==> config.mk <==
export PLATFORM = sky130hd
export DESIGN_NAME = msdap_serial_tx_flat
export DESIGN_NICKNAME = d
export VERILOG_FILES = /design/src/rtl/msdap_serial_tx_pkg.sv /design/src/rtl/msdap_serial_tx_if.sv /design/src/rtl/msdap_serial_tx_fifo.sv /design/src/rtl/msdap_serial_tx.sv /design/src/flat_wrapper.sv
export SDC_FILE = /design/constraint.sdc
export NUM_CORES = 1
export LEC_CHECK = 0
export ABC_AREA = 1
export BUFFER_PORTS_ARGS = -buffer_cell sky130_fd_sc_hd__clkbuf_2
export CORE_UTILIZATION = 50
export DETAILED_ROUTE_END_ITERATION = 8
export PLACE_DENSITY = 0.73
export SYNTH_ARGS = -nofsm -noshare
export SYNTH_HDL_FRONTEND = slang
export SYNTH_SLANG_ARGS = --single-unit
==> constraint.sdc <==
create_clock -name SCLK -period 3.55 [get_ports SCLK]
set_clock_uncertainty 0.15 [all_clocks]
set_input_delay 0.8875 -clock SCLK [delete_from_list [all_inputs] [get_ports SCLK]]
set_output_delay 0.8875 -clock SCLK [all_outputs]
set_load 0.01 [all_outputs]
==> src/rtl/msdap_serial_tx_pkg.sv <==
// Shared types and constants for the MSDAP serial transmitter.
package msdap_tx_pkg;

    localparam int WORD_W          = 16;
    localparam int CLK_DIV_DEFAULT = 35;

    typedef struct packed {
        logic [WORD_W-1:0] l;
        logic [WORD_W-1:0] r;
    } sample_pair_t;

    typedef enum logic {
        IDLE  = 1'b0,
        SHIFT = 1'b1
    } tx_state_t;

endpackage

==> src/rtl/msdap_serial_tx_if.sv <==
// Host handshake plus MSDAP serial lines; slave = transmitter, master = host.
interface msdap_serial_tx_if;

    logic                               in_valid;
    logic                               in_ready;
    logic [msdap_tx_pkg::WORD_W-1:0]    in_data_l;
    logic [msdap_tx_pkg::WORD_W-1:0]    in_data_r;
    logic                               DCLK;
    logic                               Frame;
    logic                               InputL;
    logic                               InputR;
    logic                               busy;
    logic [15:0]                        words_sent;

    modport master (
        output in_valid, in_data_l, in_data_r,
        input  in_ready, DCLK, Frame, InputL, InputR, busy, words_sent
    );

    modport slave (
        input  in_valid, in_data_l, in_data_r,
        output in_ready, DCLK, Frame, InputL, InputR, busy, words_sent
    );

endinterface

==> src/rtl/msdap_serial_tx_fifo.sv <==
// Sample-pair FIFO; DEPTH must be a power of two so the pointers wrap naturally.
module msdap_tx_fifo
    import msdap_tx_pkg::*;
#(
    parameter int DEPTH = 4
) (
    input  logic         SCLK,
    input  logic         Reset,
    input  logic         i_push,
    input  sample_pair_t i_data,
    input  logic         i_pop,
    output sample_pair_t o_data,
    output logic         o_full,
    output logic         o_empty
);

    localparam int          AW       = $clog2(DEPTH);
    localparam logic [AW:0] FULL_CNT = (AW+1)'(DEPTH);

    sample_pair_t  r_mem [DEPTH];
    logic [AW-1:0] r_wr_ptr;
    logic [AW-1:0] r_rd_ptr;
    logic [AW:0]   r_count;
    logic          w_do_push;
    logic          w_do_pop;

    assign o_full    = (r_count == FULL_CNT);
    assign o_empty   = (r_count == '0);
    assign w_do_push = i_push && !o_full;
    assign w_do_pop  = i_pop && !o_empty;
    assign o_data    = r_mem[r_rd_ptr];

    always_ff @(posedge SCLK) begin
        if (w_do_push) begin
            r_mem[r_wr_ptr] <= i_data;
        end
    end

    always_ff @(posedge SCLK) begin
        if (Reset) begin
            r_wr_ptr <= '0;
            r_rd_ptr <= '0;
            r_count  <= '0;
        end else begin
            if (w_do_push) begin
                r_wr_ptr <= r_wr_ptr + 1'b1;
            end
            if (w_do_pop) begin
                r_rd_ptr <= r_rd_ptr + 1'b1;
            end
            case ({w_do_push, w_do_pop})
                2'b10:   r_count <= r_count + 1'b1;
                2'b01:   r_count <= r_count - 1'b1;
                default: r_count <= r_count;
            endcase
        end
    end

endmodule

==> src/rtl/msdap_serial_tx.sv <==
// MSDAP host-side serial transmitter. MSDAP_TX_ZERO_FILL_EN: send zero pairs instead of idling.
// States: IDLE | lines low, waiting for a pair ; SHIFT | a 16-bit word is on the wire
module msdap_serial_tx
    import msdap_tx_pkg::*;
#(
    parameter int CLK_DIV    = CLK_DIV_DEFAULT,
    parameter int FIFO_DEPTH = 4
) (
    input  logic             SCLK,
    input  logic             Reset,
    msdap_serial_tx_if.slave bus
);

    localparam logic [7:0] PH_LAST = 8'(CLK_DIV - 1);
    localparam logic [7:0] PH_HALF = 8'(CLK_DIV / 2);

    tx_state_t    r_state;
    logic [7:0]   r_phase;
    logic         r_dclk;
    logic         r_frame;
    logic         r_input_l;
    logic         r_input_r;
    logic         r_busy;
    logic [15:0]  r_words_sent;
    logic [3:0]   r_bit_idx;
    logic [15:0]  r_shift_l;
    logic [15:0]  r_shift_r;

    logic         w_load;
    logic [7:0]   w_phase_nxt;
    logic         w_full;
    logic         w_empty;
    logic         w_push;
    logic         w_pop;
    logic         w_word_end;
    logic         w_have_word;
    logic         w_start;
    logic [3:0]   w_bit_dec;
    sample_pair_t w_fifo_din;
    sample_pair_t w_fifo_dout;
    sample_pair_t w_next;

    assign w_load      = (r_phase == PH_LAST);
    assign w_phase_nxt = w_load ? 8'd0 : r_phase + 8'd1;
    assign w_push      = bus.in_valid && bus.in_ready;
    assign w_fifo_din  = {bus.in_data_l, bus.in_data_r};
    assign w_word_end  = (r_state == SHIFT) && (r_bit_idx == 4'd0);
    assign w_bit_dec   = r_bit_idx - 4'd1;

`ifdef MSDAP_TX_ZERO_FILL_EN
    // Once running, an empty FIFO still yields a word: an all-zero pair.
    assign w_have_word = !w_empty || (r_state == SHIFT);
`else
    assign w_have_word = !w_empty;
`endif

    assign w_start = w_load && ((r_state == IDLE) || w_word_end) && w_have_word;
    assign w_pop   = w_start && !w_empty;
    assign w_next  = w_empty ? '0 : w_fifo_dout;

    msdap_tx_fifo #(
        .DEPTH (FIFO_DEPTH)
    ) u_fifo (
        .SCLK    (SCLK),
        .Reset   (Reset),
        .i_push  (w_push),
        .i_data  (w_fifo_din),
        .i_pop   (w_pop),
        .o_data  (w_fifo_dout),
        .o_full  (w_full),
        .o_empty (w_empty)
    );

    // Serial outputs are computed at the load point so they update exactly at phase 0.
    always_ff @(posedge SCLK) begin
        if (Reset) begin
            r_state      <= IDLE;
            r_phase      <= 8'd0;
            r_dclk       <= 1'b1;
            r_frame      <= 1'b0;
            r_input_l    <= 1'b0;
            r_input_r    <= 1'b0;
            r_busy       <= 1'b0;
            r_words_sent <= 16'd0;
            r_bit_idx    <= 4'd0;
            r_shift_l    <= 16'd0;
            r_shift_r    <= 16'd0;
        end else begin
            r_phase <= w_phase_nxt;
            r_dclk  <= (w_phase_nxt < PH_HALF);
            if (w_load) begin
                if (w_word_end) begin
                    r_words_sent <= r_words_sent + 16'd1;
                end
                if (w_start) begin
                    r_state   <= SHIFT;
                    r_shift_l <= w_next.l;
                    r_shift_r <= w_next.r;
                    r_bit_idx <= 4'd15;
                    r_input_l <= w_next.l[15];
                    r_input_r <= w_next.r[15];
                    r_frame   <= 1'b1;
                    r_busy    <= 1'b1;
                end else if ((r_state == SHIFT) && !w_word_end) begin
                    r_bit_idx <= w_bit_dec;
                    r_input_l <= r_shift_l[w_bit_dec];
                    r_input_r <= r_shift_r[w_bit_dec];
                    r_frame   <= 1'b0;
                    r_busy    <= 1'b1;
                end else begin
                    r_state   <= IDLE;
                    r_input_l <= 1'b0;
                    r_input_r <= 1'b0;
                    r_frame   <= 1'b0;
                    r_busy    <= 1'b0;
                end
            end
        end
    end

    assign bus.in_ready   = !w_full;
    assign bus.DCLK       = r_dclk;
    assign bus.Frame      = r_frame;
    assign bus.InputL     = r_input_l;
    assign bus.InputR     = r_input_r;
    assign bus.busy       = r_busy;
    assign bus.words_sent = r_words_sent;

endmodule

==> src/flat_wrapper.sv <==
// flat-port wrapper written by rule: the top's interface ports become plain ports
module msdap_serial_tx_flat import msdap_tx_pkg::*;
#(
    parameter int CLK_DIV    = CLK_DIV_DEFAULT,
    parameter int FIFO_DEPTH = 4
)
  (SCLK, Reset, bus_in_valid, bus_in_data_l, bus_in_data_r, bus_in_ready, bus_DCLK, bus_Frame, bus_InputL, bus_InputR, bus_busy, bus_words_sent);
  msdap_serial_tx_if bus_i ();
  input  logic SCLK;
  input  logic Reset;
  input wire logic [$bits(bus_i.in_valid)-1:0] bus_in_valid;
  input wire logic [$bits(bus_i.in_data_l)-1:0] bus_in_data_l;
  input wire logic [$bits(bus_i.in_data_r)-1:0] bus_in_data_r;
  output wire logic [$bits(bus_i.in_ready)-1:0] bus_in_ready;
  output wire logic [$bits(bus_i.DCLK)-1:0] bus_DCLK;
  output wire logic [$bits(bus_i.Frame)-1:0] bus_Frame;
  output wire logic [$bits(bus_i.InputL)-1:0] bus_InputL;
  output wire logic [$bits(bus_i.InputR)-1:0] bus_InputR;
  output wire logic [$bits(bus_i.busy)-1:0] bus_busy;
  output wire logic [$bits(bus_i.words_sent)-1:0] bus_words_sent;
  assign bus_i.in_valid = bus_in_valid;
  assign bus_i.in_data_l = bus_in_data_l;
  assign bus_i.in_data_r = bus_in_data_r;
  assign bus_in_ready = bus_i.in_ready;
  assign bus_DCLK = bus_i.DCLK;
  assign bus_Frame = bus_i.Frame;
  assign bus_InputL = bus_i.InputL;
  assign bus_InputR = bus_i.InputR;
  assign bus_busy = bus_i.busy;
  assign bus_words_sent = bus_i.words_sent;
  msdap_serial_tx #(.CLK_DIV(CLK_DIV), .FIFO_DEPTH(FIFO_DEPTH)) u_core (.SCLK(SCLK), .Reset(Reset), .bus(bus_i));
endmodule
After elaboration in Yosys (flattened, before gate mapping)
Memory sizes are Yosys's and may differ from the RTL's. A register that Yosys moved wholly into a read port is not among the register bits.
Cells that the tools add are included.
{"block": "totals", "register_bits": 73, "latchBits": 0, "ramBits": 128, "romBits": 0, "inputBits": 35, "word_cells": 72, "mem_count": 1}
{"block": "classes", "addsub": 7, "multipliers": 0, "n_div": 0, "magnitude_cmp": 2, "n_eq_ne": 5, "n_shift": 0, "n_mux": 22, "n_bitwise": 1, "n_reduce_logical": 20}
{"memory": "u_core.u_fifo.r_mem", "words": 4, "word_bits": 32, "read_ports": 1, "rd_clocked_by_memory_dff": 1, "write_ports": 1, "line_no": "msdap_serial_tx_fifo.sv:20", "source": "sample_pair_t r_mem [DEPTH];"}
{"op": "$mux W32", "n": 1}
{"op": "$add A16 B1 Y16 const B", "n": 1}
{"op": "$mux W1", "n": 13}
{"op": "$add A8 B1 Y8 const B", "n": 1}
{"op": "$bmux W1 S4", "n": 2}
{"op": "$eq A8 B6 Y1 const B", "n": 1}
{"op": "$logic_and A1 B1 Y1", "n": 8}
{"op": "$lt A8 B5 Y1 const B", "n": 1}
{"op": "$mux W4", "n": 2}
{"op": "$mux W8", "n": 1}
{"op": "$reduce_and A2 Y1", "n": 4}
{"op": "$pmux W3 S2", "n": 1}
{"op": "$lt A4 B5 Y1 const B", "n": 1}
{"op": "$add A2 B1 Y2 const B", "n": 2}
{"op": "$logic_not A4 Y1", "n": 1}
{"op": "$mux W2", "n": 2}
{"op": "$reduce_bool A2 Y1", "n": 2}
{"op": "$sub A4 B1 Y4 const B", "n": 1}
{"op": "$add A3 B1 Y3 const B", "n": 1}
{"op": "$eq A3 B3 Y1 const B", "n": 1}
{"op": "$logic_not A1 Y1", "n": 3}
{"op": "$logic_not A3 Y1", "n": 1}
{"op": "$sub A3 B1 Y3 const B", "n": 1}
{"op": "$eq A2 B1 Y1 const B", "n": 1}
{"op": "4 further kinds", "n": 4}

Logic depth before layout (Yosys ltp)
{"block": "depth", "ltp_word": 9, "depth_mapped": 16, "mapped_depth_nobuf": 15}

By module
From an unflattened synthesis, not the netlist that was laid out.
{"block": "hier_totals", "cells_unflattened": 862, "hier_area_um2": 8519.4}
{"module": "msdap_tx_fifo", "n_inst": 1, "cells_each": 379, "area_per_inst_um2": 5276.3, "seq_area_each_um2": 4023.9}
{"module": "msdap_serial_tx", "n_inst": 1, "cells_each": 483, "area_per_inst_um2": 3243.1, "seq_area_each_um2": 1321.3}

Least setup slack after synthesis
No wires, ideal clock.
{"block": "synth_path", "path_type": "in2reg", "startpoint": "input bus_in_valid", "endpoint": "memory u_core.u_fifo.r_mem[0][0] (netlist name), enable pin", "setup_time_ps": 421, "arrival_ps": 2419, "required_ps": 2979, "slack_ps": 560, "stages": 2, "n_path_buf": 0, "path_cell_list": "nand2_1 nor2_1"}
{"block": "synth_between", "elab_chain_cells": 4}
{"element": "start: declaration", "line_no": "flat_wrapper.sv:11", "source": "input wire logic [$bits(bus_i.in_valid)-1:0] bus_in_valid;"}
{"element": "$logic_and A1 B1 Y1", "line_no": "msdap_serial_tx.sv:45", "source": "assign w_push = bus.in_valid && bus.in_ready;"}
{"element": "$logic_and A1 B1 Y1", "line_no": "msdap_serial_tx_fifo.sv:29", "source": "assign w_do_push = i_push && !o_full;"}
{"element": "$mux W1", "line_no": "msdap_serial_tx_fifo.sv:34", "source": "if (w_do_push) begin"}
{"element": "$mux W1 (implied by the code)", "line_no": "msdap_serial_tx_fifo.sv:35", "source": "r_mem[r_wr_ptr] <= i_data;"}
{"element": "end: declaration", "line_no": "msdap_serial_tx_fifo.sv:20"}
No other way between the ends.

Worst setup path after layout
{"block": "layout_path", "startpoint": "register u_core.r_bit_idx[0]", "endpoint": "register u_core.u_fifo.r_count[2]"}
{"block": "layout_between", "elab_chain_cells": 9, "word_cells_on_any_way": 11}
{"element": "start: declaration", "line_no": "msdap_serial_tx.sv:25", "source": "logic [3:0] r_bit_idx;"}
{"element": "start signal: assignment", "line_no": "msdap_serial_tx.sv:105", "source": "r_bit_idx <= w_bit_dec;"}
{"element": "$logic_not A4 Y1 *", "line_no": "msdap_serial_tx.sv:47", "source": "assign w_word_end = (r_state == SHIFT) && (r_bit_idx == 4'd0);"}
{"element": "$logic_and A1 B1 Y1 *", "line_no": "msdap_serial_tx.sv:47"}
{"element": "$logic_or A1 B1 Y1 *", "line_no": "msdap_serial_tx.sv:57", "source": "assign w_start = w_load && ((r_state == IDLE) || w_word_end) && w_have_word;"}
{"element": "$logic_and A1 B1 Y1 * (2 in a row)", "line_no": "msdap_serial_tx.sv:57"}
{"element": "$logic_and A1 B1 Y1 *", "line_no": "msdap_serial_tx.sv:58", "source": "assign w_pop = w_start && !w_empty;"}
{"element": "$logic_and A1 B1 Y1 *", "line_no": "msdap_serial_tx_fifo.sv:30", "source": "assign w_do_pop = i_pop && !o_empty;"}
{"element": "$eq A2 B1 Y1 / $eq A2 B2 Y1 (equally long branches)", "line_no": "msdap_serial_tx_fifo.sv:51", "source": "case ({w_do_push, w_do_pop})"}
{"element": "$pmux W3 S2 / $reduce_bool A2 Y1 (equally long branches)"}
{"element": "end signal: assignment", "line_no": "msdap_serial_tx_fifo.sv:52", "source": "2'b10: r_count <= r_count + 1'b1;"}
{"element": "end signal: assignment", "line_no": "msdap_serial_tx_fifo.sv:53", "source": "2'b01: r_count <= r_count - 1'b1;"}
{"element": "end signal: assignment", "line_no": "msdap_serial_tx_fifo.sv:54", "source": "default: r_count <= r_count;"}
{"element": "end: declaration", "line_no": "msdap_serial_tx_fifo.sv:23", "source": "logic [AW:0] r_count;"}
Every way passes the cells marked *; elsewhere a longest branch is shown, timed or not.
A chain may end at the register's enable or synchronous reset.

==> impl_metrics.yaml <==
timing:
  report.final.setup_viol: 0
  hold_viol: 0
  slew_headroom: 0.3836
  slew_violations: 0
  setup-tns-final_ps: 0
  period_share: 0.6948
  fmax_ghz: 0.4054
  rsz0062_at_grt: "no"
  worst_pin_slew_ps: 923.2
  period_needed_ps: 2467
floorplanning:
  chipHeight_um: 131.0
  pin_count: 57
  core_area_um2: 16060
  chipWidth_um: 131.0
  start_util: 0.5183
  rows: 46
  die_area_um2: 17170
clock_tree:
  cts_setup_buffers: 0
  cts_buffers: 21
  cts_hold_buffers: 0
  clk-insertion-delay-late_ps: 500
  clock_sinks: 203
  cts-root-buf: "clkbuf_16"
  cts_resized: 0
  cts_tree: "yes"
  htreeDepth: 1
  clockBufferDepth: 3
  clk_pin_slew_ps: 60
pwr:
  p_clk_frac: 0.433
  p_leak_nw: 3.587
  power_frac_comb: 0.033
  swShare: 0.2052
  power-per-cell-area_nw_per_um2: 514.9
  seqPwrFrac: 0.533
  p_switching_mw: 1.002
  ir_worst_vdd_mv: 0.4145
  p_int_mw: 3.881
logic_synthesis:
  syn_area_um2: 8323
  synth-edff-count: 128
  netlist.area_leader.share: 0.4618
  synthCells: 838
  syn_nets: 884
  async_flop_share: 0
  synthDistinctLibCells: 31
  syn_area_per_cell_um2: 9.932
  ys_ff_latch: 203
  synthTopCellsByArea: "edfxtp_1 (46%), dfxtp_1 (18%), nor2_1 (6.6%)"
  synth_top_area_cell: "edfxtp_1"
  yosysMostFrequentCell: "nor2_1"
  ys_seq_area_frac: 0.6422
  yosys_warnings: 0
  ys.flop_type: "edfxtp_1"
  synth_common_cells: "nor2_1 (147), edfxtp_1 (128), nand2_1 (128)"
min_path:
  min_path_type: "register to register"
cells_and_area:
  areaGrowthSynthToFinish_pct: 13.95
  drive_above_1_share: 0.1345
  postLayoutCellArea_um2: 9484
  n_antenna_cell: 0
  fin_nets: 938
placed_design:
  port_buffers: 56
  placed_area_um2: 8812
  gp_congestion: 0.8718
  hpwl_um: 10150
drt:
  via_per_inst: 5.348
  drtIter0Drc: 356
  post_drt_wl_per_cell_um: 15.02
  postRouteAntennaNets: 0
  wl_met1_um: 7545
  met2_length_um: 8077
  wl_um: 16870
  met3_length_um: 939
  vias: 6006
  drc: 0
  highest_layer: "met4"
  drt-pass1-iter-count: 4
status:
  outcome: "finished, final reports clean"
critical_path:
  cp-start-kind: "register"
  worstSetupPathType: "register to register"
  worst_ep_arrival_time_ps: 2700
  crit_chain: "inv_1, ha_1, nand3_1, nand2_1, nand3_4, inv_2, ha_1, inv_1, fa_1, a21oi_1, o21ai_0, o21ai_0, a21oi_1"
  crit_family: "adder cells"
  cp_max_fo: 10
  slowest_stage: "fa_1"
  r2r_setup_slack_ps: 1080
  crit_buf_inv: 3
  max_stage_delay_ps: 370
  crit_path_end_kind: "register"
  required_ps: 3790
grt:
  grtUsageTotal: 0.2115
  antenna_found_initial: 0
  gr-total-overflow: 0
  grt_pass1_vias: 5696
  grt_max_degree: 65
  grt_pass1_wl_um: 28230
job:
  maxCapViolCount: 0
==> cell type report <==
type	instances	area, um^2
clock inverter	10	80.08
fill	1382	6574
sequential	203	5346
timing repair buffer	71	405.4
clock buffer	28	591.8
multi-input combinational	544	2594
tap	216	270.3
inverter	51	196.4
==> sequential cells by signal, indices dropped and copies added, names as in the netlist, named ones only <==
signal                  cells
u_core.r_bit_idx            4
u_core.bus.busy             1
u_core.bus.InputL           1
u_core.bus.words_sent      16
u_core.u_fifo.r_rd_ptr      2
u_core.r_shift_l           16
u_core.bus.InputR           1
u_core.u_fifo.r_count       3
u_core.bus.Frame            1
u_core.r_phase              8
u_core.u_fifo.r_mem       128
u_core.r_shift_r           16
u_core.u_fifo.r_wr_ptr      2
u_core.r_state              1
u_core.bus.DCLK             1
==> worst reg2reg max path, cell delays in order (launching register included) <==
cell	delay, ps
dfxtp_1	310
inv_1	220
ha_1	200
nand3_1	110
nand2_1	180
nand3_4	90
inv_2	70
ha_1	130
inv_1	60
fa_1	370
a21oi_1	150
o21ai_0	120
o21ai_0	150
a21oi_1	50
==> power groups by stage <==
stage                     Clock, mW  Combinational, mW  Sequential [mW]
final                          2.12              0.163             2.60
after global routing           2.26              0.185             2.61
after CTS                      2.16              0.167             2.60
after detailed placement          0              0.166             2.65
after global placement            0              0.161             2.65
after floorplan                   0             0.0862             2.65
==> metrics by stage <==
step / setup WS, ps / power, mW / hold WS, ps / utilization / instances
final: 1083 / 4.884 / 307.2 / 0.5906 / 1123
after detailed placement: 921.1 / 2.820 / 299.5 / 0.5488 / 1085
after global routing: 716.7 / 5.054 / 324.6 / 0.5906 / 1123
after floorplan: 560.1 / 2.740 / 272.4 / - / 838
after global placement: 927.2 / 2.813 / 289.3 / 0.5488 / 1085
after CTS: 1099 / 4.928 / 311.4 / 0.5906 / 1123
==> logic make-up (layout without fill, tap and decap cells) <==
logic type | count (synthesis) | count (layout) | share of synthesized area
AND/OR/NAND/NOR | 344 | 344 | 0.1699
flip-flops | 203 | 203 | 0.6422
AO/OA/AOI/OAI | 180 | 180 | 0.1137
buffers and inverters | 91 | 160 | 0.04735
adder cells (fa/ha/maj) | 11 | 11 | 0.01744
XOR/XNOR | 9 | 9 | 0.009471
==> placed cells by master, fill, tap and decap left out, types with 5 or more instances in the layout <==
| cell type | instances |
|---|---|
| nor3_1 | 9 |
| clkbuf_2 | 56 |
| nand3_1 | 48 |
| buf_4 | 14 |
| clkbuf_16 | 21 |
| o21ai_0 | 97 |
| dfxtp_1 | 74 |
| nor2_1 | 143 |
| clkinv_2 | 6 |
| edfxtp_1 | 128 |
| inv_1 | 42 |
| inv_2 | 7 |
| nand2_1 | 128 |
| o22ai_1 | 30 |
| o21ai_1 | 15 |
| nand4_1 | 6 |
| xor2_1 | 8 |
| ha_1 | 10 |
| nor2_2 | 5 |
| a21oi_1 | 34 |
==> per-layer routing <==
layer | GRT usage | vias to the layer above
met5 | 0 | -
met4 | 0.06761 | 0
met3 | 0.03542 | 27
met2 | 0.3620 | 171
met1 | 0.2748 | 2814
li1 | - | 2994
==> worst paths after layout <==
kind | endpoint | cells past startpoint | start
max reg2reg | u_core.u_fifo.r_count[2] | 13 | u_core.r_bit_idx[0]
min | u_core.u_fifo.r_count[0] | 1 | u_core.u_fifo.r_count[0]
min reg2reg | u_core.u_fifo.r_count[0] | 1 | u_core.u_fifo.r_count[0]
max | u_core.u_fifo.r_count[2] | 13 | u_core.r_bit_idx[0]
Note: power is estimated with default switching activity, not from simulation.
